`src/rtl/rgb565_lcd_pkg.sv`:
```
// Shared types and constants for the RGB565 8080-bus LCD writer.
// Holds the FSM state enum, panel opcodes, bar colours and the pixel pack function.
package rgb565_lcd_pkg;

  typedef enum logic [1:0] {
    ST_IDLE   = 2'd0,
    ST_CMD    = 2'd1,
    ST_PIX    = 2'd2,
    ST_RESYNC = 2'd3
  } state_t;

  localparam logic [7:0] OP_CASET = 8'h2A;
  localparam logic [7:0] OP_PASET = 8'h2B;
  localparam logic [7:0] OP_RAMWR = 8'h2C;

  localparam int PRE_LEN = 11;

  localparam logic [15:0] BAR_WHITE   = 16'hFFFF;
  localparam logic [15:0] BAR_YELLOW  = 16'hFFE0;
  localparam logic [15:0] BAR_CYAN    = 16'h07FF;
  localparam logic [15:0] BAR_GREEN   = 16'h07E0;
  localparam logic [15:0] BAR_MAGENTA = 16'hF81F;
  localparam logic [15:0] BAR_RED     = 16'hF800;
  localparam logic [15:0] BAR_BLUE    = 16'h001F;
  localparam logic [15:0] BAR_BLACK   = 16'h0000;

  function automatic logic [15:0] rgb888_to_565(input logic [23:0] p);
    return {p[23:19], p[15:10], p[7:3]};
  endfunction

  function automatic logic [15:0] bar_color(input logic [2:0] idx);
    logic [15:0] c;
    case (idx)
      3'd0:    c = BAR_WHITE;
      3'd1:    c = BAR_YELLOW;
      3'd2:    c = BAR_CYAN;
      3'd3:    c = BAR_GREEN;
      3'd4:    c = BAR_MAGENTA;
      3'd5:    c = BAR_RED;
      3'd6:    c = BAR_BLUE;
      default: c = BAR_BLACK;
    endcase
    return c;
  endfunction

endpackage

```
`src/rtl/rgb565_lcd_writer_strobe.sv`:
```
// Single-word write engine for the 8080 bus: holds one word and plays out
// WR_CYCLES clocks of wr_n low followed by WR_CYCLES clocks high.
module lcd_write_strobe #(
  parameter int WR_CYCLES = 2
) (
  input  logic        clk,
  input  logic        rst,
  input  logic        load,
  input  logic [15:0] word,
  input  logic        word_dc,
  output logic        free,
  output logic        idle,
  output logic [15:0] lcd_data,
  output logic        lcd_wr_n,
  output logic        lcd_dc
);

  localparam int CW = (WR_CYCLES > 1) ? $clog2(WR_CYCLES) : 1;
  localparam logic [CW-1:0] CNT_MAX = CW'(WR_CYCLES - 1);

  logic          active;
  logic          low;
  logic [CW-1:0] cnt;

  // A new word may enter on the last clock of the high phase, giving back-to-back strobes.
  assign free     = !active || (!low && (cnt == CNT_MAX));
  assign idle     = !active;
  assign lcd_wr_n = !(active && low);

  always_ff @(posedge clk or posedge rst) begin
    if (rst) begin
      active   <= 1'b0;
      low      <= 1'b0;
      cnt      <= '0;
      lcd_data <= 16'h0000;
      lcd_dc   <= 1'b1;
    end else if (load && free) begin
      active   <= 1'b1;
      low      <= 1'b1;
      cnt      <= '0;
      lcd_data <= word;
      lcd_dc   <= word_dc;
    end else if (active) begin
      if (cnt == CNT_MAX) begin
        cnt <= '0;
        if (low) low <= 1'b0;
        else     active <= 1'b0;
      end else begin
        cnt <= cnt + CW'(1);
      end
    end
  end

endmodule

```
`src/rtl/rgb565_lcd_writer.sv`:
```
// RGB888 stream to 16-bit 8080 LCD writer: per-frame window preamble, then RGB565 pixels.
// Optional colour-bar generator enabled by defining TEST_PATTERN_EN.
module rgb565_lcd_writer
  import rgb565_lcd_pkg::*;
#(
  parameter int H_RES     = 480,
  parameter int V_RES     = 320,
  parameter int WR_CYCLES = 2
) (
  input  logic        i_clk,
  input  logic        i_rst,
  input  logic [23:0] i_tdata,
  input  logic        i_tvalid,
  output logic        o_tready,
  input  logic        i_tuser,
  input  logic        i_tlast,
`ifdef TEST_PATTERN_EN
  input  logic        i_pattern_en,
`endif
  output logic [15:0] o_lcd_data,
  output logic        o_lcd_wr_n,
  output logic        o_lcd_dc,
  output logic        o_lcd_cs_n,
  output logic        o_busy,
  output logic        o_frame_err,
  output logic [1:0]  o_state
);

  localparam int XW = (H_RES > 1) ? $clog2(H_RES) : 1;
  localparam int YW = (V_RES > 1) ? $clog2(V_RES) : 1;
  localparam logic [XW-1:0] X_MAX     = XW'(H_RES - 1);
  localparam logic [YW-1:0] Y_MAX     = YW'(V_RES - 1);
  localparam logic [15:0]   H_END     = 16'(H_RES - 1);
  localparam logic [15:0]   V_END     = 16'(V_RES - 1);
  localparam logic [3:0]    PRE_LAST  = 4'(PRE_LEN - 1);
  localparam logic [XW-1:0] CAP_X     = (H_RES == 1) ? XW'(0) : XW'(1);
  localparam logic [YW-1:0] CAP_Y     = (H_RES == 1 && V_RES > 1) ? YW'(1) : YW'(0);
  localparam logic          PEND_LAST = (H_RES == 1 && V_RES == 1);

  state_t        state, n_state;
  logic [XW-1:0] x, n_x;
  logic [YW-1:0] y, n_y;
  logic [3:0]    pre_idx, n_pre;
  logic [15:0]   pix_reg, n_pix;
  logic          pending, n_pending, pend_last, n_pend_last;
  logic          done, n_done, cs_n, n_cs_n, frame_err, run;
  logic          tready, load, word_dc, err, capture, free, idle;
  logic [15:0]   word;
  logic          x_last, y_last;
  logic [XW-1:0] x_adv;
  logic [YW-1:0] y_adv;
  logic          pat_mode;
`ifdef TEST_PATTERN_EN
  logic          n_pat;
  logic [2:0]    bar_idx;
  assign bar_idx = 3'((32'(x) * 8) / H_RES);
`else
  assign pat_mode = 1'b0;
`endif

  function automatic logic [16:0] pre_word(input logic [3:0] idx);
    logic [16:0] w;
    case (idx)
      4'd0:    w = {1'b0, 8'h00, OP_CASET};
      4'd3:    w = {1'b1, 8'h00, H_END[15:8]};
      4'd4:    w = {1'b1, 8'h00, H_END[7:0]};
      4'd5:    w = {1'b0, 8'h00, OP_PASET};
      4'd8:    w = {1'b1, 8'h00, V_END[15:8]};
      4'd9:    w = {1'b1, 8'h00, V_END[7:0]};
      4'd10:   w = {1'b0, 8'h00, OP_RAMWR};
      default: w = {1'b1, 16'h0000};
    endcase
    return w;
  endfunction

  assign x_last = (x == X_MAX);
  assign y_last = (y == Y_MAX);
  assign x_adv  = x_last ? '0 : x + XW'(1);
  assign y_adv  = x_last ? (y_last ? '0 : y + YW'(1)) : y;

  // Stream handshake: a beat transfers on a rising clock edge where i_tvalid and
  // o_tready are both high; o_tready never depends on i_tvalid.
  always_comb begin
    n_state     = state;
    n_x         = x;
    n_y         = y;
    n_pre       = pre_idx;
    n_pix       = pix_reg;
    n_pending   = pending;
    n_pend_last = pend_last;
    n_done      = done;
    n_cs_n      = cs_n;
`ifdef TEST_PATTERN_EN
    n_pat       = pat_mode;
`endif
    tready  = 1'b0;
    load    = 1'b0;
    word    = pix_reg;
    word_dc = 1'b1;
    err     = 1'b0;
    capture = 1'b0;
    case (state)
      ST_IDLE: begin
        tready = run;
        n_cs_n = 1'b1;
`ifdef TEST_PATTERN_EN
        if (run && i_pattern_en) begin
          n_pat     = 1'b1;
          n_state   = ST_CMD;
          n_pre     = '0;
          n_x       = '0;
          n_y       = '0;
          n_pending = 1'b0;
          n_done    = 1'b0;
        end else
`endif
        capture = run && i_tvalid && i_tuser;
      end
      ST_RESYNC: begin
        tready  = 1'b1;
        capture = i_tvalid && i_tuser;
        if (idle && !capture) n_cs_n = 1'b1;
      end
      ST_CMD: begin
        tready = pat_mode;
        if (free) begin
          load              = 1'b1;
          {word_dc, word}   = pre_word(pre_idx);
          n_cs_n            = 1'b0;
          if (pre_idx == PRE_LAST) n_state = ST_PIX;
          else                     n_pre   = pre_idx + 4'd1;
        end
      end
      ST_PIX: begin
        if (done) begin
          tready = pat_mode;
          if (idle) begin
            n_state = ST_IDLE;
            n_cs_n  = 1'b1;
            n_done  = 1'b0;
`ifdef TEST_PATTERN_EN
            n_pat   = 1'b0;
`endif
          end
        end
`ifdef TEST_PATTERN_EN
        else if (pat_mode) begin
          tready = 1'b1;
          if (free) begin
            load   = 1'b1;
            word   = bar_color(bar_idx);
            n_x    = x_adv;
            n_y    = y_adv;
            n_done = x_last && y_last;
          end
        end
`endif
        else if (pending) begin
          if (free) begin
            load      = 1'b1;
            n_pending = 1'b0;
            n_done    = pend_last;
          end
        end else begin
          tready = free;
          if (i_tvalid && free) begin
            if (i_tuser) begin
              err     = 1'b1;
              capture = 1'b1;
            end else if (i_tlast != x_last) begin
              err     = 1'b1;
              n_state = ST_RESYNC;
            end else begin
              load   = 1'b1;
              word   = rgb888_to_565(i_tdata);
              n_x    = x_adv;
              n_y    = y_adv;
              n_done = x_last && y_last;
            end
          end
        end
      end
      default: n_state = ST_IDLE;
    endcase
    // The SOF pixel is held back until the preamble has been written.
    if (capture) begin
      n_pix       = rgb888_to_565(i_tdata);
      n_pending   = 1'b1;
      n_pend_last = PEND_LAST;
      n_x         = CAP_X;
      n_y         = CAP_Y;
      n_pre       = '0;
      n_done      = 1'b0;
      n_state     = ST_CMD;
`ifdef TEST_PATTERN_EN
      n_pat       = 1'b0;
`endif
    end
  end

  always_ff @(posedge i_clk or posedge i_rst) begin
    if (i_rst) begin
      state     <= ST_IDLE;
      x         <= '0;
      y         <= '0;
      pre_idx   <= '0;
      pix_reg   <= 16'h0000;
      pending   <= 1'b0;
      pend_last <= 1'b0;
      done      <= 1'b0;
      cs_n      <= 1'b1;
      frame_err <= 1'b0;
      run       <= 1'b0;
`ifdef TEST_PATTERN_EN
      pat_mode  <= 1'b0;
`endif
    end else begin
      state     <= n_state;
      x         <= n_x;
      y         <= n_y;
      pre_idx   <= n_pre;
      pix_reg   <= n_pix;
      pending   <= n_pending;
      pend_last <= n_pend_last;
      done      <= n_done;
      cs_n      <= n_cs_n;
      frame_err <= err;
      run       <= 1'b1;
`ifdef TEST_PATTERN_EN
      pat_mode  <= n_pat;
`endif
    end
  end

  lcd_write_strobe #(.WR_CYCLES(WR_CYCLES)) u_strobe (
    .clk      (i_clk),
    .rst      (i_rst),
    .load     (load),
    .word     (word),
    .word_dc  (word_dc),
    .free     (free),
    .idle     (idle),
    .lcd_data (o_lcd_data),
    .lcd_wr_n (o_lcd_wr_n),
    .lcd_dc   (o_lcd_dc)
  );

  assign o_tready    = tready;
  assign o_lcd_cs_n  = cs_n;
  assign o_busy      = (state != ST_IDLE);
  assign o_frame_err = frame_err;
  assign o_state     = state;

endmodule
```
`config.mk`:
```
export PLATFORM = sky130hd
export DESIGN_NAME = rgb565_lcd_writer
export DESIGN_NICKNAME = d
export VERILOG_FILES = /design/src/rtl/rgb565_lcd_pkg.sv /design/src/rtl/rgb565_lcd_writer_strobe.sv /design/src/rtl/rgb565_lcd_writer.sv
export SDC_FILE = /design/constraint.sdc
export NUM_CORES = 1
export LEC_CHECK = 0
export BUFFER_PORTS_ARGS = -buffer_cell sky130_fd_sc_hd__buf_2
export CORE_MARGIN = 1
export CORE_UTILIZATION = 51
export CTS_CLUSTER_DIAMETER = 60
export DETAILED_ROUTE_END_ITERATION = 10
export PLACE_DENSITY = 0.72
export SLEW_MARGIN = 25
export SYNTH_ARGS = -nofsm -noshare
export SYNTH_HDL_FRONTEND = slang
export SYNTH_HIERARCHICAL = 1
export SYNTH_SLANG_ARGS = --single-unit
export TNS_END_PERCENT = 100
```
`constraint.sdc`:
```
create_clock -name i_clk -period 4.1 [get_ports i_clk]
set_clock_uncertainty 0.05 [all_clocks]
set_input_delay 0.205 -clock i_clk [delete_from_list [all_inputs] [get_ports i_clk]]
set_output_delay 0.205 -clock i_clk [all_outputs]
set_load 0.01 [all_outputs]
```
==> impl_metrics.tcl, run 1 <==
set metrics [dict create \
    ys_types 55 \
    synth_area_per_cell_um2 10.3 \
    timing.critical_path.slowest_cell_delay_ns 0.55 \
    htreeDepth 3 \
    flop_and_latch_count_out_of_synthesis 65 \
    viasPerCell 5.55 \
    synth_enable_flop_cells 0 \
    finalMaxSlewViolations 0 \
    critical_path_peak_fanout 17 \
    io_pins 53 \
    final_critical_path_setup_slack_ns 0.860 \
    fillers 611 \
    hold_start "i_tvalid" \
    postCtsSetupRepairBufs 0 \
    synth-main-ff-cell "dfrtp_1" \
    pre_cts_ws_ns 0.879 \
    cp_slowest_cell "or3_1" \
    die_h_um 86.1 \
    cp_cell_sequence "inv_1 -> ha_1 -> nor2b_1 -> nand2_1 -> or3_1 -> a21oi_1 -> a21boi_4 -> buf_4 -> mux2_2" \
    route.vias.total 2766 \
    hold_violations 0 \
    finish.cell_count_without_fillers 498 \
    timing.hold.worst_path_depth 3 \
    tritoncts "done" \
    cts_buffer_depth 2 \
    run_status "completed" \
    layout-drive-gt1-share_pct 27.6 \
    antenna_viol_nets_final 0 \
    routed_wire_length_per_instance_um 14.7 \
    total_leakage_power_nw 1.90 \
    global_route.usage.total_pct 21.6 \
    cts-resized-gates 0 \
    worst_pin_slew_ns 0.782 \
    worst-r2r-cell-count 9 \
    wire_length_of_the_first_global_routing_pass_mm 12.5 \
    worst_setup_hold_path_clk_slew_ns 0.08 \
    cts_sinks 65 \
    holdCritPathClass "input port to register" \
    critical_path_required_ns 4.28 \
    detail_route.iter0.violations 111 \
    critical_path.startpoint_type "register" \
    antennaDiodeCount 0 \
    initial_core_util_pct 52.8 \
    detailedPlacementHpwl_mm 4.96 \
    gpl.final_weighted_congestion 0.875 \
    postRouteWirelength_mm 7.33 \
    r2r-end "u_strobe/lcd_data[1]" \
    residual_drc 0 \
    std_cell_rows 30 \
    worst_r2r_startpoint "o_state[0]" \
    report.final.setup_viol 0 \
    fin_tns_setup_ns 0 \
    insertion_delay_ns 0.35 \
    synthesis.area_mm2 0.00361 \
    max_freq_mhz 309 \
    cp.arrival_ns 3.42 \
    synthesis.nets 389 \
    pre_antenna_drt_iters 4 \
    critical_path.endpoint_type "register" \
    yosysWarningCount 6 \
    final_net_count 436 \
    cellPowerDensity_mw_per_mm2 683 \
    grt_start_max_net_pins 46 \
    first_global_vias 2725 \
    timing.max_cap.violations 0 \
    slew-limit-headroom_pct 47.8 \
    layout_min_cycle_time_ns 3.24 \
    dieArea_mm2 0.00741 \
    ir_worst_vdd_mv 0.303 \
    tritoncts_buffer_count 9 \
    hold-path-endpoint "o_frame_err" \
    clockRootBuffer "clkbuf_8" \
    timing.reg2reg.setup_slack_ns 0.86 \
    yosysSeqAreaShare_pct 45.2 \
    placed_cells 481 \
    async_flop_share_pct 100 \
    crit_type "register to register" \
    antenna_found_initial 0 \
    syn_to_layout_area_delta_pct 15.4 \
    setup_repair_after_global_routing_missed_its_margin "no" \
    number_of_input_and_output_port_buffers_inserted 44 \
    period_share_pct 79.0 \
    postCtsHoldBufs 1 \
    die_width_um 86.1 \
    grt-ovfl-total 0 \
    netlist_instances 350 \
    design.core.area_mm2 0.00683 \
]
==> power breakdown <==
part	internal (mW)	total (mW)	switching, mW
logic	0.602	1.21	0.610
clock network	0.348	0.619	0.270
registers	0.862	1.01	0.149
==> logic make-up (layout without fill, tap and decap cells) <==
group	count (synthesis)	count (layout)	share of synthesized area [%]
compound gates	79	79	15.4
fa+ha+maj	10	10	3.47
simple gates	121	121	17.7
other cells	1	1	0.104
flops	65	65	45.2
xor+xnor	6	6	1.46
buf+inv	31	83	4.27
mux	37	37	12.5
==> cells in the mapped netlist, types with 2 or more instances <==
library cell / count / area (µm²)
a211o_1: 3 / 26.3
a211oi_1: 2 / 15.0
a21o_1: 2 / 15.0
a21oi_1: 21 / 105
a221o_1: 6 / 60.1
a22o_1: 10 / 87.6
a31oi_1: 3 / 18.8
buf_2: 5 / 25.0
buf_6: 2 / 22.5
clkbuf_1: 7 / 26.3
dfrtp_1: 63 / 1580
dfstp_2: 2 / 52.6
ha_1: 10 / 125
inv_1: 16 / 60.1
mux2_2: 23 / 259
mux2_4: 10 / 150
mux2i_1: 4 / 40.0
nand2_1: 35 / 131
nand2b_1: 4 / 25.0
nand3_1: 10 / 50.1
nand3b_1: 4 / 30.0
nand4_1: 4 / 25.0
nand4bb_1: 2 / 22.5
nor2_1: 24 / 90.1
nor2b_1: 8 / 50.1
nor3_1: 10 / 50.1
nor4_1: 5 / 31.3
o211a_1: 2 / 20.0
o21a_1: 2 / 15.0
o21ai_0: 15 / 75.1
or3_1: 6 / 37.5
or4_1: 3 / 22.5
xnor2_1: 2 / 17.5
xor2_1: 4 / 35.0
==> placed cells by master (no fill, tap or decap), types with 3 or more instances in the layout <==
cell type and n:
xor2_1 4, nand2_1 35, nor2_1 24, mux2_4 10, nand2b_1 4, a21oi_1 21
ha_1 10, o21ai_0 15, clkbuf_8 9, nand4_1 4, or4_1 3, buf_2 44
nand3_1 10, a221o_1 6, mux2i_1 4, nor2b_1 8, a22o_1 10, buf_4 6
nor3_1 10, or3_1 6, inv_1 15, mux2_2 23, a31oi_1 3, a211o_1 3
dfrtp_1 63, nor4_1 3, nand3b_1 4
==> metal layers <==
layer / vias to the layer above / global-route usage, % / wire (µm) / share of wire [%]
li1: 1365 / - / - / -
met1: 1332 / 28.7 / 3510 / 48
met2: 61 / 34.3 / 3500 / 48
met3: 8 / 4.91 / 257 / 3.5
met4: 0 / 8.03 / 70 / 0.95
met5: - / 0 / 0 / 0
==> critical path, delay by kind of cell (launching register included) <==
| family | cells | cell delay, ns |
|---|---|---|
| AND/OR/NAND/NOR | 3 | 0.90 |
| multiplexers | 1 | 0.38 |
| buffers and inverters | 2 | 0.40 |
| AO/OA/AOI/OAI | 2 | 0.52 |
| adder cells (fa/ha/maj) | 1 | 0.45 |
| flip-flops | 1 | 0.43 |
==> metrics by stage <==
step | hold slack [ns] | total power [mW] | instance area (µm²) | util (%)
3_3_place_gp | 0.357 | 2.19 | 3920 | 57.3
2_1_floorplan | 0.118 | 1.91 | 3610 | -
5_1_grt | 0.0426 | 3.04 | 4160 | 60.9
4_1_cts | 0.0351 | 2.86 | 4150 | 60.8
3_5_place_dp | 0.372 | 2.23 | 3920 | 57.3
6_report | 0.0439 | 2.84 | 4160 | 60.9
==> final cells by class <==
| type | count | area, µm² | share of cell area [%] |
|---|---|---|---|
| clock buffers | 9 | 124 | 2.98 |
| flip-flops and latches | 65 | 1630 | 39.1 |
| well taps | 96 | 120 | 2.89 |
| inverters | 16 | 61.3 | 1.47 |
| multi-input cells | 254 | 1850 | 44.4 |
| clock inverters | 7 | 103 | 2.47 |
| repair buffers | 51 | 275 | 6.61 |
==> how the worst max path moves through the flow <==
stage                 startpoint                    end  slack [ns]  depth (start not counted)
finish                o_state[0]   u_strobe/lcd_data[1]        0.86                          9
global route          o_state[0]   u_strobe/lcd_data[1]        0.64                          9
CTS                   o_state[0]   u_strobe/lcd_data[1]        0.86                          9
detailed placement    o_state[0]   u_strobe/lcd_data[0]        0.88                          9
global placement    u_strobe/low   u_strobe/lcd_data[0]        0.90                          9
floorplan             o_state[0]  u_strobe/lcd_data[11]        1.27                         10
(Power assumes the default switching activity.)
==> run 2, diff against run 1 <==
==> constraint.sdc (replaced) <==
create_clock -name i_clk -period 3.1 [get_ports i_clk]
set_clock_uncertainty 0.05 [all_clocks]
set_input_delay 0.155 -clock i_clk [delete_from_list [all_inputs] [get_ports i_clk]]
set_output_delay 0.155 -clock i_clk [all_outputs]
set_load 0.01 [all_outputs]
==> impl_metrics.tcl, run 2 (synthesized netlist as in run 1, its figures left out) <==
set metrics [dict create \
    run_status "completed" \
    design.core.area_mm2 0.00683 \
    hold_start "i_tdata[11]" \
    critical_path_peak_fanout 17 \
    worst_r2r_startpoint "x[0]" \
    std_cell_rows 30 \
    critical_path_required_ns 3.28 \
    global_route.usage.total_pct 22.0 \
    hold_violations 0 \
    critical_path.endpoint_type "register" \
    commonest_non_fill_non_tap_cell_in_the_layout "dfrtp_1" \
    cellPowerDensity_mw_per_mm2 902 \
    antenna_viol_nets_final 0 \
    total_power_after_layout_mw 3.90 \
    timing.critical_path.buf_inv 1 \
    final_critical_path_setup_slack_ns 0.225 \
    ir_worst_vdd_mv 0.332 \
    tritoncts_buffer_count 9 \
    seq_area_mm2 0.00163 \
    finalMaxSlewViolations 0 \
    worst_pin_slew_ns 0.891 \
    postCtsSetupRepairBufs 0 \
    dieArea_mm2 0.00741 \
    antenna_found_initial 0 \
    postRouteWirelength_mm 7.75 \
    critical_path.startpoint_type "register" \
    fillers 543 \
    pre_antenna_drt_iters 5 \
    period_share_pct 92.7 \
    cp_cell_sequence "ha_1 -> nand4_4 -> o21a_1 -> or3_1 -> a21oi_1 -> a21boi_4 -> buf_12 -> mux2_2" \
    detail_route.iter0.violations 157 \
    die_h_um 86.1 \
    first_global_vias 2667 \
    worst_setup_hold_path_clk_slew_ns 0.08 \
    timing.critical_path.slowest_cell_delay_ns 0.41 \
    multi_input_area_mm2 0.00184 \
    cts_sinks 65 \
    die_width_um 86.1 \
    insertion_delay_ns 0.34 \
    syn_to_layout_area_delta_pct 19.8 \
    setup_repair_after_global_routing_missed_its_margin "no" \
    layout-drive-gt1-share_pct 27.4 \
    detailedPlacementHpwl_mm 5.24 \
    residual_drc 0 \
    total_leakage_power_nw 1.98 \
    wire_length_of_the_first_global_routing_pass_mm 12.5 \
    routed_wire_length_per_instance_um 15.1 \
    initial_core_util_pct 52.8 \
    route.vias.total 2843 \
    antennaDiodeCount 0 \
    cts_buffer_depth 2 \
    worstSetupStartpoint "x[0]" \
    fin_tns_setup_ns 0 \
    viasPerCell 5.55 \
    cts-resized-gates 0 \
    grt-ovfl-total 0 \
    grt_start_max_net_pins 46 \
    postCtsHoldBufs 11 \
    tritoncts "done" \
    timing.max_cap.violations 0 \
    gpl.final_weighted_congestion 0.843 \
    crit_family "compound AO/OA/AOI/OAI gates" \
    pre_cts_ws_ns 0.318 \
    cp_slowest_cell "or3_1" \
    final_net_count 450 \
    layout_min_cycle_time_ns 2.88 \
    io_pins 53 \
    htreeDepth 3 \
    crit_type "register to register" \
    utilization_pct 63.2 \
    cp.arrival_ns 3.05 \
    holdCritPathClass "input port to register" \
    most-common-layout-cells "63 x dfrtp_1, 44 x buf_2, 35 x nand2_1, 24 x nor2_1, 23 x mux2_2" \
    report.final.setup_viol 0 \
    slew-limit-headroom_pct 40.1 \
    clockRootBuffer "clkbuf_8" \
    max_freq_mhz 348 \
    number_of_input_and_output_port_buffers_inserted 44 \
]
[run 2: cell count changes in the layout (fill, tap and decap cells not counted)]
cell / before / now
dlygate4sd3_1: 1 / 11
buf_4: 6 / 9
buf_12: 0 / 1
bufinv_16: 2 / 3
clkinvlp_4: 1 / 0
nor4_1: 3 / 4
nor4_2: 2 / 1
[run 2: worst reg2reg max path, delay by kind of cell, from the launching register on]
| family | cells | cell delay (ns) |
|---|---|---|
| multiplexers | 1 | 0.36 |
| AND/OR/NAND/NOR | 2 | 0.60 |
| adder cells (fa/ha/maj) | 1 | 0.32 |
| AO/OA/AOI/OAI | 3 | 0.83 |
| flip-flops | 1 | 0.40 |
| buffers and inverters | 1 | 0.19 |
[run 2: through the flow]
step	hold WS, ns	area, µm²	cells
final	0.0143	4320	512
after global routing	0.00623	4320	512
after CTS	0.00428	4320	512
after detailed placement	0.313	3960	485
after global placement	0.304	3960	485
after floorplan	0.0681	3610	350
[run 2: final timing paths]
kind	endpoint	slack, ns	cells past startpoint
worst max-delay path	u_strobe/lcd_data[0]	0.22	8
worst min-delay path	pix_reg[6]	0.01	2
worst max register to register	u_strobe/lcd_data[0]	0.22	8
worst min register to register	u_strobe/lcd_data[13]	0.46	1
max in group asynchronous	u_strobe/lcd_data[0]	2.05	3
min in group asynchronous	pix_reg[15]	0.43	3
[run 2: cell type report]
class	instances	share of cell area (%)
Multi-Input combinational cell	254	42.7
Sequential cell	65	37.7
Timing Repair Buffer	65	9.67
Clock inverter	7	2.90
Clock buffer	9	2.87
Tap cell	96	2.78
Inverter	16	1.42
[run 2: where the power goes]
| part | switching, mW | total (mW) | internal [mW] |
|---|---|---|---|
| Combinational | 0.817 | 1.65 | 0.836 |
| Clock | 0.358 | 0.900 | 0.542 |
| Sequential | 0.205 | 1.35 | 1.14 |
[run 2: layer usage]
layer,global-route usage (%),wire (µm)
met2,37.2,3840
met5,0,0
met1,28.1,3560
met3,3.66,307
met4,8.48,32
